### src/rtl/prom_reader_pkg.sv
// prom_reader_pkg: shared FSM encoding, default PROM profile widths and width-field helper.
package prom_reader_pkg;

    typedef enum logic [1:0] {
        IDLE    = 2'd0,
        SETTLE  = 2'd1,
        SAMPLE  = 2'd2,
        PRESENT = 2'd3
    } state_t;

    localparam logic [3:0] IP3601_ADDR_W = 4'd8;
    localparam logic [3:0] IP3601_DATA_W = 4'd4;
    localparam logic [3:0] IP3604_ADDR_W = 4'd9;
    localparam logic [3:0] IP3604_DATA_W = 4'd8;

    function automatic logic [3:0] width_field(input logic [63:0] widths, input int idx);
        return widths[idx*4 +: 4];
    endfunction

endpackage

### src/rtl/prom_access_timer.sv
// prom_access_timer: loadable down-counter that times the PROM access window.
module prom_access_timer #(
    parameter int ACCESS_CYCLES = 50,
    localparam int W = $clog2(ACCESS_CYCLES + 1)
) (
    input  logic clk,
    input  logic reset,
    input  logic load_i,
    output logic done_o
);
    logic [W-1:0] cnt_q;

    always_ff @(posedge clk) begin
        if (reset) cnt_q <= '0;
        else if (load_i) cnt_q <= W'(ACCESS_CYCLES - 1);
        else if (cnt_q != '0) cnt_q <= cnt_q - W'(1);
    end

    assign done_o = cnt_q == '0;
endmodule

### src/rtl/prom_scan_reader.sv
// prom_scan_reader: multi-profile PROM reader with manual stepping and valid/ready auto-scan.
// Define PROM_SCAN_CHECKSUM_EN to add the 16-bit sweep checksum output scan_checksum.
module prom_scan_reader
    import prom_reader_pkg::*;
#(
    parameter int NUM_CHIPS = 2,
    parameter int MAX_ADDR_WIDTH = 9,
    parameter int MAX_DATA_WIDTH = 8,
    parameter logic [4*NUM_CHIPS-1:0] CHIP_ADDR_WIDTHS = {IP3604_ADDR_W, IP3601_ADDR_W},
    parameter logic [4*NUM_CHIPS-1:0] CHIP_DATA_WIDTHS = {IP3604_DATA_W, IP3601_DATA_W},
    parameter int ACCESS_CYCLES = 50,
    localparam int CW = (NUM_CHIPS > 1) ? $clog2(NUM_CHIPS) : 1
) (
    input  logic                      clk,
    input  logic                      reset,
    input  logic [CW-1:0]             chip_index,
    input  logic                      scan_mode,
    input  logic                      increment_pulse,
    input  logic                      decrement_pulse,
    input  logic                      scan_start,
    input  logic [MAX_DATA_WIDTH-1:0] chip_data_port,
    output logic [MAX_ADDR_WIDTH-1:0] chip_address_port,
    output logic [NUM_CHIPS-1:0]      chip_enable_n,
    output logic [MAX_DATA_WIDTH-1:0] data_out,
    output logic [MAX_ADDR_WIDTH-1:0] address_out,
    output logic                      data_valid,
    input  logic                      data_ready,
`ifdef PROM_SCAN_CHECKSUM_EN
    output logic [15:0]               scan_checksum,
`endif
    output logic                      busy,
    output logic                      scan_done
);
    state_t                    state_q, state_d;
    logic [MAX_ADDR_WIDTH-1:0] addr_q, addr_d, last_addr;
    logic [MAX_DATA_WIDTH-1:0] data_mask;
    logic [CW-1:0]             chip_q;
    logic [3:0]                aw, dw;
    logic                      mode_q, mode_d, init_q, load, accept, timer_done;

    assign aw = width_field(64'(CHIP_ADDR_WIDTHS), int'(chip_q));
    assign dw = width_field(64'(CHIP_DATA_WIDTHS), int'(chip_q));
    assign last_addr = MAX_ADDR_WIDTH'((32'd1 << aw) - 32'd1);
    assign data_mask = MAX_DATA_WIDTH'((32'd1 << dw) - 32'd1);
    assign chip_address_port = addr_q;

    prom_access_timer #(.ACCESS_CYCLES(ACCESS_CYCLES)) u_timer (
        .clk    (clk),
        .reset  (reset),
        .load_i (load),
        .done_o (timer_done)
    );

    // A chip_index change pre-empts everything, including a pending handshake.
    always_comb begin
        state_d = state_q;
        addr_d  = addr_q;
        mode_d  = mode_q;
        load    = 1'b0;
        accept  = 1'b0;
        if (chip_index != chip_q) begin
            state_d = SETTLE;
            addr_d  = '0;
            load    = 1'b1;
            mode_d  = (state_q == IDLE) ? scan_mode : mode_q;
        end else begin
            case (state_q)
                IDLE: begin
                    if (init_q || (scan_mode && scan_start)) begin
                        state_d = SETTLE;
                        addr_d  = '0;
                        load    = 1'b1;
                        mode_d  = scan_mode;
                    end else if (!scan_mode && (increment_pulse ^ decrement_pulse)) begin
                        state_d = SETTLE;
                        addr_d  = increment_pulse ? ((addr_q == last_addr) ? '0 : addr_q + MAX_ADDR_WIDTH'(1))
                                                  : ((addr_q == '0) ? last_addr : addr_q - MAX_ADDR_WIDTH'(1));
                        load    = 1'b1;
                        mode_d  = 1'b0;
                    end
                end
                SETTLE:  state_d = timer_done ? SAMPLE : SETTLE;
                SAMPLE:  state_d = mode_q ? PRESENT : IDLE;
                PRESENT: begin
                    if (data_ready) begin
                        accept  = 1'b1;
                        state_d = (addr_q == last_addr) ? IDLE : SETTLE;
                        addr_d  = (addr_q == last_addr) ? addr_q : addr_q + MAX_ADDR_WIDTH'(1);
                        load    = addr_q != last_addr;
                    end
                end
            endcase
        end
    end

    always_ff @(posedge clk) begin
        if (reset) begin
            state_q       <= IDLE;
            addr_q        <= '0;
            chip_q        <= '0;
            mode_q        <= 1'b0;
            init_q        <= 1'b1;
            chip_enable_n <= '1;
            data_out      <= '0;
            address_out   <= '0;
            data_valid    <= 1'b0;
            busy          <= 1'b0;
            scan_done     <= 1'b0;
        end else begin
            state_q       <= state_d;
            addr_q        <= addr_d;
            chip_q        <= chip_index;
            mode_q        <= mode_d;
            init_q        <= 1'b0;
            chip_enable_n <= (state_d == IDLE) ? '1 : ~(NUM_CHIPS'(1) << chip_index);
            busy          <= state_d != IDLE;
            scan_done     <= accept && addr_q == last_addr;
            if (load || accept) data_valid <= 1'b0;
            else if (state_q == SAMPLE) begin
                data_out    <= chip_data_port & data_mask;
                address_out <= addr_q;
                data_valid  <= 1'b1;
            end
        end
    end

`ifdef PROM_SCAN_CHECKSUM_EN
    logic [15:0] sum_q;
    logic        scan_go;

    assign scan_go = state_q == IDLE && chip_index == chip_q && !init_q && scan_mode && scan_start;

    always_ff @(posedge clk) begin
        if (reset) begin
            sum_q         <= '0;
            scan_checksum <= '0;
        end else if (scan_go) sum_q <= '0;
        else if (accept) begin
            sum_q <= sum_q + 16'(data_out);
            if (addr_q == last_addr) scan_checksum <= sum_q + 16'(data_out);
        end
    end
`endif
endmodule

### config.mk
export PLATFORM = sky130hd
export DESIGN_NAME = prom_scan_reader
export DESIGN_NICKNAME = d
export VERILOG_FILES = /design/src/rtl/prom_reader_pkg.sv /design/src/rtl/prom_access_timer.sv /design/src/rtl/prom_scan_reader.sv
export SDC_FILE = /design/constraint.sdc
export NUM_CORES = 1
export LEC_CHECK = 0
export ABC_AREA = 1
export ABC_CLOCK_PERIOD_IN_PS = 2500
export BUFFER_PORTS_ARGS = -buffer_cell sky130_fd_sc_hd__buf_2
export CAP_MARGIN = 25
export CORE_MARGIN = 2
export CORE_UTILIZATION = 45
export DETAILED_ROUTE_END_ITERATION = 12
export PLACE_DENSITY_LB_ADDON = 0.3
export SKIP_CTS_REPAIR_TIMING = 1
export SYNTH_ARGS = -nofsm -noshare
export SYNTH_HDL_FRONTEND = slang
export SYNTH_HIERARCHICAL = 1
export SYNTH_SLANG_ARGS = --single-unit
### constraint.sdc
create_clock -name clk -period 2.5 [get_ports clk]
set_clock_uncertainty 0.1 [all_clocks]
set_input_delay 0.75 -clock clk [delete_from_list [all_inputs] [get_ports clk]]
set_output_delay 0.75 -clock clk [all_outputs]
set_load 0.02 [all_outputs]
; Yosys cells after proc, flatten, opt, wreduce, memory -nomap -nowiden
; Cells that the tools add are included.
; Widths: inputs -> output; s select.
[word_totals]
ff_bits = 42
latch_bits = 0
ramBits = 0
romBits = 0
in_bits = 16
wordCells = 90
n_memories = 0
[op_classes]
n_addsub = 5
mul = 0
n_div = 0
magnitude_cmp = 0
eq_ne = 9
shift = 5
n_mux = 32
bitwise = 4
reduce_logical = 22
[op_table]
columns = op, n
row1 = $shiftx 64x4->4 const A, 2
row2 = $mux 9, 7
row3 = $pmux 9 s2, 1
row4 = $sub 9x1->9 const B, 2
row5 = $mux 1, 14
row6 = $mux 2, 6
row7 = $mux 6, 2
row8 = $add 9x1->9 const B, 1
row9 = $eq 9x9->1, 1
row10 = $logic_not 9->1, 1
row11 = $ne 9x9->1, 1
row12 = $shl 1x4->9 const A, 1
row13 = $and 8x8->8, 1
row14 = $pmux 2 s4, 1
row15 = $reduce_or 2->1, 4
row16 = $shl 1x4->8 const A, 1
row17 = $sub 8x1->8 const B, 1
row18 = $logic_not 6->1, 1
row19 = $reduce_bool 2->1, 3
row20 = $reduce_bool 6->1, 1
row21 = $sub 6x1->6 const B, 1
row22 = $eq 2x2->1 const B, 2
row23 = $logic_not 2->1, 2
row24 = $ne 2x2->1 const B, 2
row25 = 14 further kinds, 18

; Depth between registers and ports, before layout
[depth]
ltp_word = 10
ltp_mapped = 13
mapped_depth_nobuf = 13

; Modules after synthesis
; The synthesis kept the hierarchy.
[by_module_without_submodules]
columns = mod, instances, cells_each, area_per_inst_um2, seq_area_each_um2
row1 = prom_scan_reader, 1, 327, 2100.8, 720.7
row2 = prom_access_timer, 1, 45, 339.1, 120.1

; Worst setup path before layout
; OpenSTA, ideal clock, no wires.
[synth_path]
path_kind = register to register
startpoint = register addr_q[0] (netlist: chip_address_port[0])
endpoint = register address_out[6]
setup_ns = 0.113
t_arrival_ns = 1.730
setup_slack_ns = 0.557
path_stages_with_launch = 12
path_buffers = 1
period_less_slack_ns = 1.943
cell_sequence = dfxtp_1 > ha_1 > nand2_2 > nor2_4 > nand2_2 > o21bai_2 > nand2_1 > nand2_2 > nand4_4 > buf_2 > nor2_1 > nor2_1
[synth_via]
elab_chain_cells = 7
[synth_rtl]
columns = item, line_no
row1 = "start, declared", prom_scan_reader.sv:35  ; logic [MAX_ADDR_WIDTH-1:0] addr_q, addr_d, last_addr;
row2 = "start signal, assigned", prom_scan_reader.sv:111  ; addr_q <= addr_d;
row3 = $ne 9x9->1, prom_scan_reader.sv:89  ; load = addr_q != last_addr;
row4 = $mux 1, prom_scan_reader.sv:85  ; if (data_ready) begin
row5 = $pmux 1 s2, prom_scan_reader.sv:67  ; case (state_q)
row6 = $mux 1, prom_scan_reader.sv:61  ; if (chip_index != chip_q) begin
row7 = $logic_or 1x1->1, prom_scan_reader.sv:118  ; if (load || accept) data_valid <= 1'b0;
row8 = $not 1->1 (no source line), --
row9 = $reduce_and 2->1 (no source line), --
row10 = "end signal, assigned", prom_scan_reader.sv:121  ; address_out <= addr_q;
row11 = "end, declared", prom_scan_reader.sv:25  ; output logic [MAX_ADDR_WIDTH-1:0] address_out,
; Every way passes these cells.
; A chain may end at the register's enable or synchronous reset.

; Final worst setup path
[layout_path]
startpoint = input increment_pulse
endpoint = register data_out[7]
[layout_via]
elab_chain_cells = 9
[layout_rtl]
columns = item, line_no
row1 = "start, declared", prom_scan_reader.sv:18  ; input logic increment_pulse,
row2 = $xor 1x1->1, prom_scan_reader.sv:74  ; end else if (!scan_mode && (increment_pulse ^ decrement_pulse)) begin
row3 = $logic_and 1x1->1, prom_scan_reader.sv:74
row4 = $mux 1, prom_scan_reader.sv:74
row5 = $mux 1, prom_scan_reader.sv:69  ; if (init_q || (scan_mode && scan_start)) begin
row6 = $pmux 1 s2, prom_scan_reader.sv:67
row7 = $mux 1, prom_scan_reader.sv:61
row8 = $logic_or 1x1->1, prom_scan_reader.sv:118
row9 = $not 1->1 (no source line), --
row10 = $reduce_and 2->1 (no source line), --
row11 = "end signal, assigned", prom_scan_reader.sv:120  ; data_out <= chip_data_port & data_mask;
row12 = "end, declared", prom_scan_reader.sv:24  ; output logic [MAX_DATA_WIDTH-1:0] data_out,
; Every way passes these cells.

==> flow_metrics.tcl <==
set metrics [dict create \
    status "finished, final reports clean" \
    grt_pass1_vias 2033 \
    gr-usage-all-layers 0.181 \
    path_common_cell "nand2_1" \
    num_rows 26 \
    dr.pass1.iters 4 \
    critical_path_class "primary input to flop" \
    h-tree-depth 2 \
    drc 0 \
    drt_iter0_markers 74 \
    cp.depth 11 \
    period_needed_ns 2.08 \
    hold_viol 0 \
    power_leakage_nw 1.54 \
    synth_nets 396 \
    numCtsBuffers 5 \
    maxSlewHeadroom 0.700 \
    die_h_um 77.6 \
    synth_ff_type "dfxtp_1" \
    crit-reg2reg-capture "data_out[7]" \
    max_freq_mhz 481 \
    start_kind "primary input" \
    io_pins 47 \
    syn_area_per_cell_um2 6.56 \
    slew_violations 0 \
    clk_latency_ns 0.30 \
    maxCapViolCount 0 \
    place_inst 487 \
    path_clk_slew_ns 0.08 \
    worstPathMaxFanout 34 \
    clock-sinks 42 \
    wl_per_cell_um 10.6 \
    async_reset_ff_frac 0 \
    worst_hold_path_type "flop to flop" \
    dp_hpwl_mm 3.93 \
    grt_max_degree 35 \
    cts_max_path_buffers 2 \
    synth-seq-cells 42 \
    worstSetupEndpointType "flop" \
    nFillCells 517 \
    diodes 0 \
    ys_types 35 \
    cts_tree "built" \
    via_per_inst 4.62 \
    slowest_delay_ns 0.36 \
    root_buffer "clkbuf_8" \
    die-area_mm2 0.00603 \
    hold_ws_ns 0.386 \
    drive_gt1_frac 0.195 \
    layout.nets 448 \
    start_util 0.472 \
    finalSetupViolations 0 \
    rr_startpoint "chip_address_port[0]" \
    core-area_mm2 0.00517 \
    synthToLayoutAreaGrowth_pct 16.5 \
    grt_pass1_wl_mm 8.92 \
    worst-path-buf-inv 2 \
    netlist_area_mm2 0.00244 \
    yosysSeqAreaShare 0.345 \
    antenna_found_initial 0 \
    post-route-period-util 0.831 \
    rsz0062_at_grt "no" \
    cp.required_ns 2.59 \
    fin_tns_setup_ns 0 \
    peakVddDrop_uv 449 \
    routed_wl_mm 5.23 \
    crit_arrival_ns 2.17 \
    cp_slowest_cell "nand4_4" \
    place_congestion 0.864 \
    powerDensity_mw_per_mm2 541 \
    final_cell_mix "nand2_1 (86), nor2_1 (66), inv_1 (53), buf_2 (46), dfxtp_1 (42)" \
    netlist_instances 372 \
    cp-endpoint "data_out[7]" \
    overflow 0 \
    vias 2288 \
    ys_warn_count 6 \
    r2r_cells 10 \
    synth_edf_count 0 \
    path_delay_family "simple AND/OR/NAND/NOR gates" \
    path_cells "buf_2 -> inv_1 -> nand2_1 -> nand3_1 -> nand2_1 -> nand2_1 -> nand2_1 -> nand2_2 -> nand4_4 -> nor2_1 -> nor2_1" \
    worstMarginPinSlew_ns 0.450 \
    startpoint "increment_pulse" \
    r2r_slack_ns 0.49 \
    io_buffer_count 46 \
    stdcell_count 495 \
    layout_commonest_cell "nand2_1" \
    die_x_um 77.6 \
    ant_nets 0 \
]
-- worst min path at each step --
stage          startpoint  endpoint  cells after the start
2_1_floorplan      mode_q    mode_q                      2
3_3_place_gp       mode_q    mode_q                      2
3_5_place_dp       mode_q    mode_q                      2
4_1_cts            mode_q    mode_q                      2
5_1_grt            mode_q    mode_q                      2
6_report           mode_q    mode_q                      2
-- state kept, by name (all words and copies together) (netlist names) --
signal / flops
chip_q: 1
data_valid: 1
init_q: 1
chip_enable_n: 2
scan_done: 1
busy: 1
u_timer/cnt_q: 6
chip_address_port: 9
state_q: 2
address_out: 9
data_out: 8
mode_q: 1
-- synthesized netlist by cell type (all sizes together), types with 8 or more instances --
cell type	instances	area, um^2
nand2	89	342
nor2	71	289
inv	57	214
ha	8	100
a21oi	21	109
nand3	21	123
dfxtp	42	841
xor2	10	87.6
o21ai	23	119
buf	10	73.8
-- tightest hold or removal path: stages, from the launching register on --
cell and delay (ns):
dfxtp_1 0.32, nand2_1 0.06, a21oi_1 0.06
-- kinds of logic after synthesis --
group / Yosys count / share of synthesized area
adder cells (fa/ha/maj): 8 / 0.0410
flip-flops: 42 / 0.345
buffers and inverters: 70 / 0.123
XOR/XNOR: 11 / 0.0395
AND/OR/NAND/NOR: 191 / 0.339
AO/OA/AOI/OAI: 50 / 0.113
-- layer usage --
metal  global-route usage  routed length (um)
met3               0.0395                 193
met5                    0                   0
met1                0.226                2460
met2                0.307                2500
met4               0.0607                  83
-- per-stage QoR --
stage          worst slack [ns]   util  area, um^2  power [mW]
4_1_cts                   0.432  0.550        2840        1.55
6_report                  0.423  0.550        2840        1.54
3_3_place_gp              0.165  0.533        2760        1.11
3_5_place_dp              0.115  0.533        2760        1.11
5_1_grt                   0.154  0.550        2840        1.64
2_1_floorplan             0.557      -        2440        1.02
-- power breakdown --
part	internal, mW	total, mW	switching (mW)	leakage [nW]
Clock	0.197	0.441	0.244	0.0483
Sequential	0.701	0.730	0.0285	0.343
Combinational	0.135	0.369	0.233	1.14
Total	1.03	1.54	0.506	1.54
-- final cells by class --
type                    instances  area [um^2]  share of cell area
clock buffers                   5         68.8              0.0242
clock inverters                 3         18.8             0.00660
inverters                      59          221              0.0779
multi-input cells             260         1300               0.457
flip-flops and latches         42          841               0.296
well taps                      70         87.6              0.0308
repair buffers                 56          305               0.107
No activity file was read; power rests on OpenSTA's default activity.
